`src/rtl/ascon_aead_fsm.sv`:
```
// ASCON AEAD control FSM: sequences initialisation, AD, data and finalisation
// permutation rounds for encrypt or decrypt, and drives every datapath select and FIFO strobe.
module ascon_aead_fsm #(
    parameter int unsigned BLOCK_AW    = 7,
    parameter int unsigned DELAY_WIDTH = 16,
    parameter int unsigned ROUND_WIDTH = 4,
    parameter int unsigned PA_ROUNDS   = 12,
    parameter int unsigned PB_ROUNDS   = 6
) (
    input  logic                   clk,
    input  logic                   rst_n,
    input  logic                   start_i,
    input  logic                   decrypt_i,
    input  logic                   abort_i,
    input  logic [BLOCK_AW-1:0]    ad_blk_no_i,
    input  logic [BLOCK_AW:0]      dt_blk_no_i,
    input  logic [DELAY_WIDTH-1:0] delay_i,
    input  logic                   ad_empty_i,
    input  logic                   din_empty_i,
    input  logic                   dout_full_i,
    input  logic                   tag_eq_i,
    output logic                   ready_o,
    output logic                   flush_o,
    output logic                   ad_pop_o,
    output logic                   din_pop_o,
    output logic                   dout_push_o,
    output logic                   en_state_o,
    output logic [ROUND_WIDTH-1:0] rnd_idx_o,
    output logic                   sel_state_init_o,
    output logic                   sel_xor_init_o,
    output logic                   sel_ad_o,
    output logic                   sel_xor_ext_o,
    output logic                   sel_ct_replace_o,
    output logic                   sel_xor_dom_sep_o,
    output logic                   sel_xor_fin_o,
    output logic                   sel_xor_tag_o,
    output logic                   done_o,
    output logic                   tag_valid_o,
    output logic                   auth_ok_o,
    output logic                   auth_fail_o
);

    localparam logic [ROUND_WIDTH-1:0] PA_LAST = ROUND_WIDTH'(PA_ROUNDS - 1);
    localparam logic [ROUND_WIDTH-1:0] PB_LAST = ROUND_WIDTH'(PB_ROUNDS - 1);
    localparam logic [ROUND_WIDTH-1:0] PA_BASE = ROUND_WIDTH'(12 - PA_ROUNDS);
    localparam logic [ROUND_WIDTH-1:0] PB_BASE = ROUND_WIDTH'(12 - PB_ROUNDS);

    typedef enum logic [3:0] {
        S_IDLE,
        S_DELAY,
        S_INIT,
        S_AD_WAIT,
        S_AD_ROUND,
        S_DT_WAIT,
        S_DT_ROUND,
        S_FIN_WAIT,
        S_FIN_ROUND,
        S_VERIFY,
        S_DONE
    } state_t;

    typedef struct packed {
        logic                   ready;
        logic                   flush;
        logic                   ad_pop;
        logic                   din_pop;
        logic                   dout_push;
        logic                   en_state;
        logic [ROUND_WIDTH-1:0] rnd_idx;
        logic                   sel_state_init;
        logic                   sel_xor_init;
        logic                   sel_ad;
        logic                   sel_xor_ext;
        logic                   sel_ct_replace;
        logic                   sel_xor_dom_sep;
        logic                   sel_xor_fin;
        logic                   sel_xor_tag;
        logic                   done;
        logic                   tag_valid;
        logic                   auth_ok;
        logic                   auth_fail;
    } ctrl_t;

    state_t                 state_q, state_n;
    logic [ROUND_WIDTH-1:0] k_q, k_n;
    logic [DELAY_WIDTH-1:0] timer_q, timer_n;
    logic [BLOCK_AW-1:0]    ad_cnt_q, ad_cnt_n;
    logic [BLOCK_AW-1:0]    ad_blk_q, ad_blk_n;
    logic [BLOCK_AW:0]      dt_rem_q, dt_rem_n;
    logic                   mode_q, mode_n;
    logic [1:0]             auth_q, auth_n;
    ctrl_t                  ctrl_q, ctrl_n;
    state_t                 post_ad;
    logic                   kill;

    // After the AD phase: non-final data blocks first, otherwise straight to the final block.
    assign post_ad = (dt_rem_q != '0) ? S_DT_WAIT : S_FIN_WAIT;
    assign kill    = abort_i && (state_q != S_IDLE);

    always_comb begin
        state_n  = state_q;
        k_n      = k_q;
        timer_n  = timer_q;
        ad_cnt_n = ad_cnt_q;
        ad_blk_n = ad_blk_q;
        dt_rem_n = dt_rem_q;
        mode_n   = mode_q;
        auth_n   = auth_q;
        if (kill) begin
            state_n = S_IDLE;
            auth_n  = '0;
        end else begin
            case (state_q)
                S_IDLE: begin
                    if (start_i) begin
                        mode_n   = decrypt_i;
                        ad_blk_n = ad_blk_no_i;
                        ad_cnt_n = '0;
                        dt_rem_n = (dt_blk_no_i == '0) ? '0 : dt_blk_no_i - 1'b1;
                        timer_n  = '0;
                        auth_n   = '0;
                        state_n  = S_DELAY;
                    end
                end
                S_DELAY: begin
                    if (timer_q == delay_i) begin
                        k_n     = '0;
                        state_n = S_INIT;
                    end else begin
                        timer_n = timer_q + 1'b1;
                    end
                end
                S_INIT: begin
                    if (k_q == PA_LAST) begin
                        k_n     = '0;
                        state_n = (ad_blk_q != '0) ? S_AD_WAIT : post_ad;
                    end else begin
                        k_n = k_q + 1'b1;
                    end
                end
                S_AD_WAIT: begin
                    if (!ad_empty_i) begin
                        k_n     = '0;
                        state_n = S_AD_ROUND;
                    end
                end
                S_AD_ROUND: begin
                    if (k_q == '0) ad_cnt_n = ad_cnt_q + 1'b1;
                    if (k_q == PB_LAST) begin
                        k_n     = '0;
                        state_n = (ad_cnt_q == ad_blk_q) ? post_ad : S_AD_WAIT;
                    end else begin
                        k_n = k_q + 1'b1;
                    end
                end
                S_DT_WAIT, S_FIN_WAIT: begin
                    if (!din_empty_i && !dout_full_i) begin
                        k_n     = '0;
                        state_n = (state_q == S_DT_WAIT) ? S_DT_ROUND : S_FIN_ROUND;
                    end
                end
                S_DT_ROUND: begin
                    if (k_q == '0) dt_rem_n = dt_rem_q - 1'b1;
                    if (k_q == PB_LAST) begin
                        k_n     = '0;
                        state_n = (dt_rem_q == '0) ? S_FIN_WAIT : S_DT_WAIT;
                    end else begin
                        k_n = k_q + 1'b1;
                    end
                end
                S_FIN_ROUND: begin
                    if (k_q == PA_LAST) begin
                        k_n     = '0;
                        state_n = S_VERIFY;
                    end else begin
                        k_n = k_q + 1'b1;
                    end
                end
                S_VERIFY: begin
                    if (mode_q) auth_n = {tag_eq_i, !tag_eq_i};
                    state_n = S_DONE;
                end
                S_DONE: begin
                    if (!start_i) state_n = S_IDLE;
                end
                default: state_n = S_IDLE;
            endcase
        end
    end

    // Outputs are decoded from the next-state values so the registered copy lines up with the state it describes.
    always_comb begin
        ctrl_n = '0;
        case (state_n)
            S_IDLE: begin
                ctrl_n.ready = 1'b1;
                ctrl_n.flush = 1'b1;
            end
            S_INIT: begin
                ctrl_n.en_state       = 1'b1;
                ctrl_n.rnd_idx        = PA_BASE + k_n;
                ctrl_n.sel_state_init = (k_n == '0);
                if (k_n == PA_LAST) begin
                    ctrl_n.sel_xor_init    = 1'b1;
                    ctrl_n.sel_xor_dom_sep = (ad_blk_n == '0);
                end
            end
            S_AD_ROUND: begin
                ctrl_n.en_state = 1'b1;
                ctrl_n.rnd_idx  = PB_BASE + k_n;
                if (k_n == '0) begin
                    ctrl_n.ad_pop      = 1'b1;
                    ctrl_n.sel_ad      = 1'b1;
                    ctrl_n.sel_xor_ext = 1'b1;
                end
                ctrl_n.sel_xor_dom_sep = (k_n == PB_LAST) && (ad_cnt_n == ad_blk_n);
            end
            S_DT_ROUND: begin
                ctrl_n.en_state = 1'b1;
                ctrl_n.rnd_idx  = PB_BASE + k_n;
                if (k_n == '0) begin
                    ctrl_n.din_pop        = 1'b1;
                    ctrl_n.dout_push      = 1'b1;
                    ctrl_n.sel_xor_ext    = 1'b1;
                    ctrl_n.sel_ct_replace = mode_n;
                end
            end
            S_FIN_ROUND: begin
                ctrl_n.en_state = 1'b1;
                ctrl_n.rnd_idx  = PA_BASE + k_n;
                if (k_n == '0) begin
                    ctrl_n.din_pop        = 1'b1;
                    ctrl_n.dout_push      = 1'b1;
                    ctrl_n.sel_xor_ext    = 1'b1;
                    ctrl_n.sel_xor_fin    = 1'b1;
                    ctrl_n.sel_ct_replace = mode_n;
                end
                ctrl_n.sel_xor_tag = (k_n == PA_LAST);
            end
            S_DONE: begin
                ctrl_n.done      = 1'b1;
                ctrl_n.tag_valid = ~mode_n;
                ctrl_n.auth_ok   = auth_n[1];
                ctrl_n.auth_fail = auth_n[0];
            end
            default: ctrl_n = '0;
        endcase
    end

    always_ff @(posedge clk or negedge rst_n) begin
        if (!rst_n) begin
            state_q      <= S_IDLE;
            k_q          <= '0;
            timer_q      <= '0;
            ad_cnt_q     <= '0;
            ad_blk_q     <= '0;
            dt_rem_q     <= '0;
            mode_q       <= 1'b0;
            auth_q       <= '0;
            ctrl_q       <= '0;
            ctrl_q.ready <= 1'b1;
            ctrl_q.flush <= 1'b1;
        end else begin
            state_q  <= state_n;
            k_q      <= k_n;
            timer_q  <= timer_n;
            ad_cnt_q <= ad_cnt_n;
            ad_blk_q <= ad_blk_n;
            dt_rem_q <= dt_rem_n;
            mode_q   <= mode_n;
            auth_q   <= auth_n;
            ctrl_q   <= ctrl_n;
        end
    end

    // Abort must silence the datapath in the very cycle it is seen, ahead of the registered outputs.
    assign ready_o           = ctrl_q.ready;
    assign flush_o           = ctrl_q.flush;
    assign ad_pop_o          = ctrl_q.ad_pop & ~kill;
    assign din_pop_o         = ctrl_q.din_pop & ~kill;
    assign dout_push_o       = ctrl_q.dout_push & ~kill;
    assign en_state_o        = ctrl_q.en_state & ~kill;
    assign rnd_idx_o         = ctrl_q.rnd_idx;
    assign sel_state_init_o  = ctrl_q.sel_state_init & ~kill;
    assign sel_xor_init_o    = ctrl_q.sel_xor_init & ~kill;
    assign sel_ad_o          = ctrl_q.sel_ad & ~kill;
    assign sel_xor_ext_o     = ctrl_q.sel_xor_ext & ~kill;
    assign sel_ct_replace_o  = ctrl_q.sel_ct_replace & ~kill;
    assign sel_xor_dom_sep_o = ctrl_q.sel_xor_dom_sep & ~kill;
    assign sel_xor_fin_o     = ctrl_q.sel_xor_fin & ~kill;
    assign sel_xor_tag_o     = ctrl_q.sel_xor_tag & ~kill;
    assign done_o            = ctrl_q.done;
    assign tag_valid_o       = ctrl_q.tag_valid;
    assign auth_ok_o         = ctrl_q.auth_ok;
    assign auth_fail_o       = ctrl_q.auth_fail;

endmodule

```
`config.mk`:
```
export PLATFORM = sky130hd
export DESIGN_NAME = ascon_aead_fsm
export DESIGN_NICKNAME = d
export VERILOG_FILES = /design/src/rtl/ascon_aead_fsm.sv
export SDC_FILE = /design/constraint.sdc
export NUM_CORES = 1
export LEC_CHECK = 0
export CAP_MARGIN = 20
export CORE_MARGIN = 2
export CORE_UTILIZATION = 47
export CTS_CLUSTER_SIZE = 28
export DETAILED_ROUTE_END_ITERATION = 7
export GPL_ROUTABILITY_DRIVEN = 0
export PLACE_DENSITY = 0.78
export SYNTH_ARGS = -nofsm -noshare
export SYNTH_HDL_FRONTEND = slang
export SYNTH_SLANG_ARGS = --single-unit
```
`constraint.sdc`:
```
create_clock -name clk -period 5.3 [get_ports clk]
set_input_delay 1.59 -clock clk [delete_from_list [all_inputs] [get_ports clk]]
set_output_delay 1.59 -clock clk [all_outputs]
set_load 0.02 [all_outputs]
```
==> run metrics <==
status finished clean; area fraction of the dominant cell type after synthesis 38.7%; hold_buf cts 0; routed wire length between 9000 and 10000 µm; initial antenna violation count 0; GR Layer Usage met2 a little over a third; DRT antenna net count 0; grt total ovfl 0; leak pwr around 0.0022 µW; Mapped Area approximately 0.0043 mm²; CORE AREA 0.00906 mm²; Syn Nets 530; area leader, netlist dfrtp_1; vias 3590; M1 GR Usage 25.3%; latest clock arrival within the worst-skew pair 0.36 ns; worst path buffer plus inverter count 2; IO Count 62; Initial Utilization roughly 48%; total CTS buffers 9; Slew HR 46.0%; Critical Path End Type output pin; cts repair resizes 0; multi-input logic area 0.00235 mm²; critical path depth in cells 4; Die ar. approximately 0.01 mm²; clock buffer depth 2; internal reg-to-reg setup slack between 1.5 and 2 ns; CP max stage delay 0.60 ns; Nets 580; Die Wd 100 µm; Period Utilization, post-route 87.0%; Pwr Total 1620 µW; layout cells sized above 1 6.72%; critical path peak fanout 10; hold crit path type flop to flop; Worst path top cell family by delay buffers and inverters; pwr/cell area 316 mW/mm²; Post-synth top cells 67 x dfrtp_1, 42 x nor2_1, 30 x inv_1; TritonCTS clock tree done; FF+latch count, synth 68; max_cap viols 0; final hold violation count 0; largest net degree at the start of global routing 39; worst hold margin 0.533 ns; post-route minimum period 4.61 ns; sequential share of the synthesized area 39.3%; crit path DAT 3.02 ns; PortBufs 61; Worst Path Required 3.71 ns; max-slew violations 0; Worst Tran Pin Value 0.803 ns; H-tree depth 3; DR DRC count 0; first-pass GRT wire length 16400 µm; RSZ-0062 raised after global routing false; async set-reset flop share out of synthesis 100%; reg-to-reg startpoint state_q[2]; WL/cell between 15 and 20 µm; setup TNS 0 ns; CTS root buf clkbuf_8; fill count roughly 770; clk_skew a little over 0.01 ns; Post-CTS Setup Inserts 0; CTS Sinks 68; Max Fclk 217 MHz; GRT Total Usage 20.5%; Die Y 100 µm; Yosys cell types 69; Initial DRC Count 217; FP Rows 35; count of final setup violators 0; Mean Syn Cell Area roughly 9.0 µm²; global-route met3 utilization 4.53%; startpoint types input port; Synth Instances approximately 480; EDFF count, synth 0; vias in the first global route 3569; critical path class input port to output pin; Top FF cell, synth dfrtp_1; Post-Layout Inst Area roughly 0.0051 mm²; Util after Layout 56.6%; CP Cell Sequence clkdlybuf4s50_1 > nand2_1 > and2_1 > clkdlybuf4s50_1; Crit. Startpoint abort_i; HPWL reported at the end of detailed placement 7270 µm; Reg clk slew, reported paths 0.07 ns; Reg area 0.00170 mm²; global route hottest layer met2; FF-to-FF End ctrl_q[6]; Cell Area, Placed 0.00494 mm²; Pre-Repair DR Iteration Count 4; synth warn 0; Slowest-stage cell, CP clkdlybuf4s50_1; Reg2Reg Depth 8; vias per cell 5.55; most frequent cell after synthesis dfrtp_1; n_diodes 0; area delta synth->final 18.6%; CP most frequent cell clkdlybuf4s50_1; CP endpoint dout_push_o; largest cells by area after synthesis dfrtp_1 39%, xor2_1 5.5%, xnor2_1 3.8%; peak supply drop between 0.1 and 0.15 mV
[worst reg2reg max path, cell delays in order, from the launching register on]
cell and delay, ns:
dfrtp_1 0.76, or4b_1 0.66, nor4_1 0.45, mux2i_1 0.33, xor2_1 0.17, nand4b_1 0.12, nor4_1 0.51, nand4_1 0.21
o22ai_1 0.22
[how the worst min path moves through the flow]
stage / start / end / depth (start not counted) / slack [ns]
CTS: auth_q[0] / auth_q[0] / 2 / 0.53
detailed placement: auth_q[0] / auth_q[0] / 2 / 0.52
global placement: dt_rem_q[6] / dt_rem_q[6] / 2 / 0.51
floorplan: dt_rem_q[6] / dt_rem_q[6] / 2 / 0.48
global route: ad_cnt_q[6] / ad_cnt_q[6] / 1 / 0.58
finish: auth_q[0] / auth_q[0] / 2 / 0.53
[state kept, by name (all words and copies together) (netlist names), 4 cells and up]
name and flops:
dt_rem_q 8, ad_blk_q 7, timer_q 16, rnd_idx_o 4
k_q 4, ad_cnt_q 7, state_q 4, ctrl_q 10
[cell usage in the layout (no fill, tap or decap), types with 7 or more instances in the layout]
master / count
ha_1: 9
nand2_1: 29
clkdlybuf4s50_1: 60
nand4b_1: 7
a21oi_1: 24
clkbuf_8: 9
and3_1: 10
dfrtp_1: 67
mux2i_1: 11
nor3_1: 15
nor2_1: 42
inv_1: 30
nor4_1: 14
nor2b_1: 8
o21ai_0: 27
and2_1: 15
xor2_1: 27
xnor2_1: 19
or3_1: 9
nand4_1: 7
nand2b_1: 8
[power breakdown]
group / total [µW] / leakage, µW / internal [µW] / switching (µW)
registers: 704 / 0.000906 / 603 / 101
clock network: 423 / 0.0000910 / 214 / 209
logic: 497 / 0.00121 / 214 / 283
[stage by stage]
| stage | setup WS [ns] | instances |
|---|---|---|
| after floorplan | 1.28 | 481 |
| after global placement | 0.733 | 631 |
| after detailed placement | 0.673 | 631 |
| after CTS | 0.667 | 647 |
| after global routing | 0.575 | 647 |
| final | 0.691 | 647 |
[final cells by class]
class	instances	share of cell area (%)
sequential	68	33.2
tap	111	2.70
timing repair buffer	65	12.4
clock inverter	7	1.32
multi-input combinational	357	45.8
inverter	30	2.19
clock buffer	9	2.41
[logic make-up after synthesis]
logic type	after synthesis	share of synthesized area, %
AO/OA/AOI/OAI	97	14.3
multiplexers	11	2.54
XOR/XNOR	46	9.31
AND/OR/NAND/NOR	194	25.6
adder cells (fa/ha/maj)	9	2.60
flip-flops	68	39.3
buffers and inverters	56	6.30
[per-layer routing]
metal  vias to the layer above  wire, µm
met4                         0       104
met3                         8       431
li1                       1788         -
met2                        86      4890
met5                         -         0
met1                      1708      4380
Note: power is estimated with default switching activity, not from simulation.
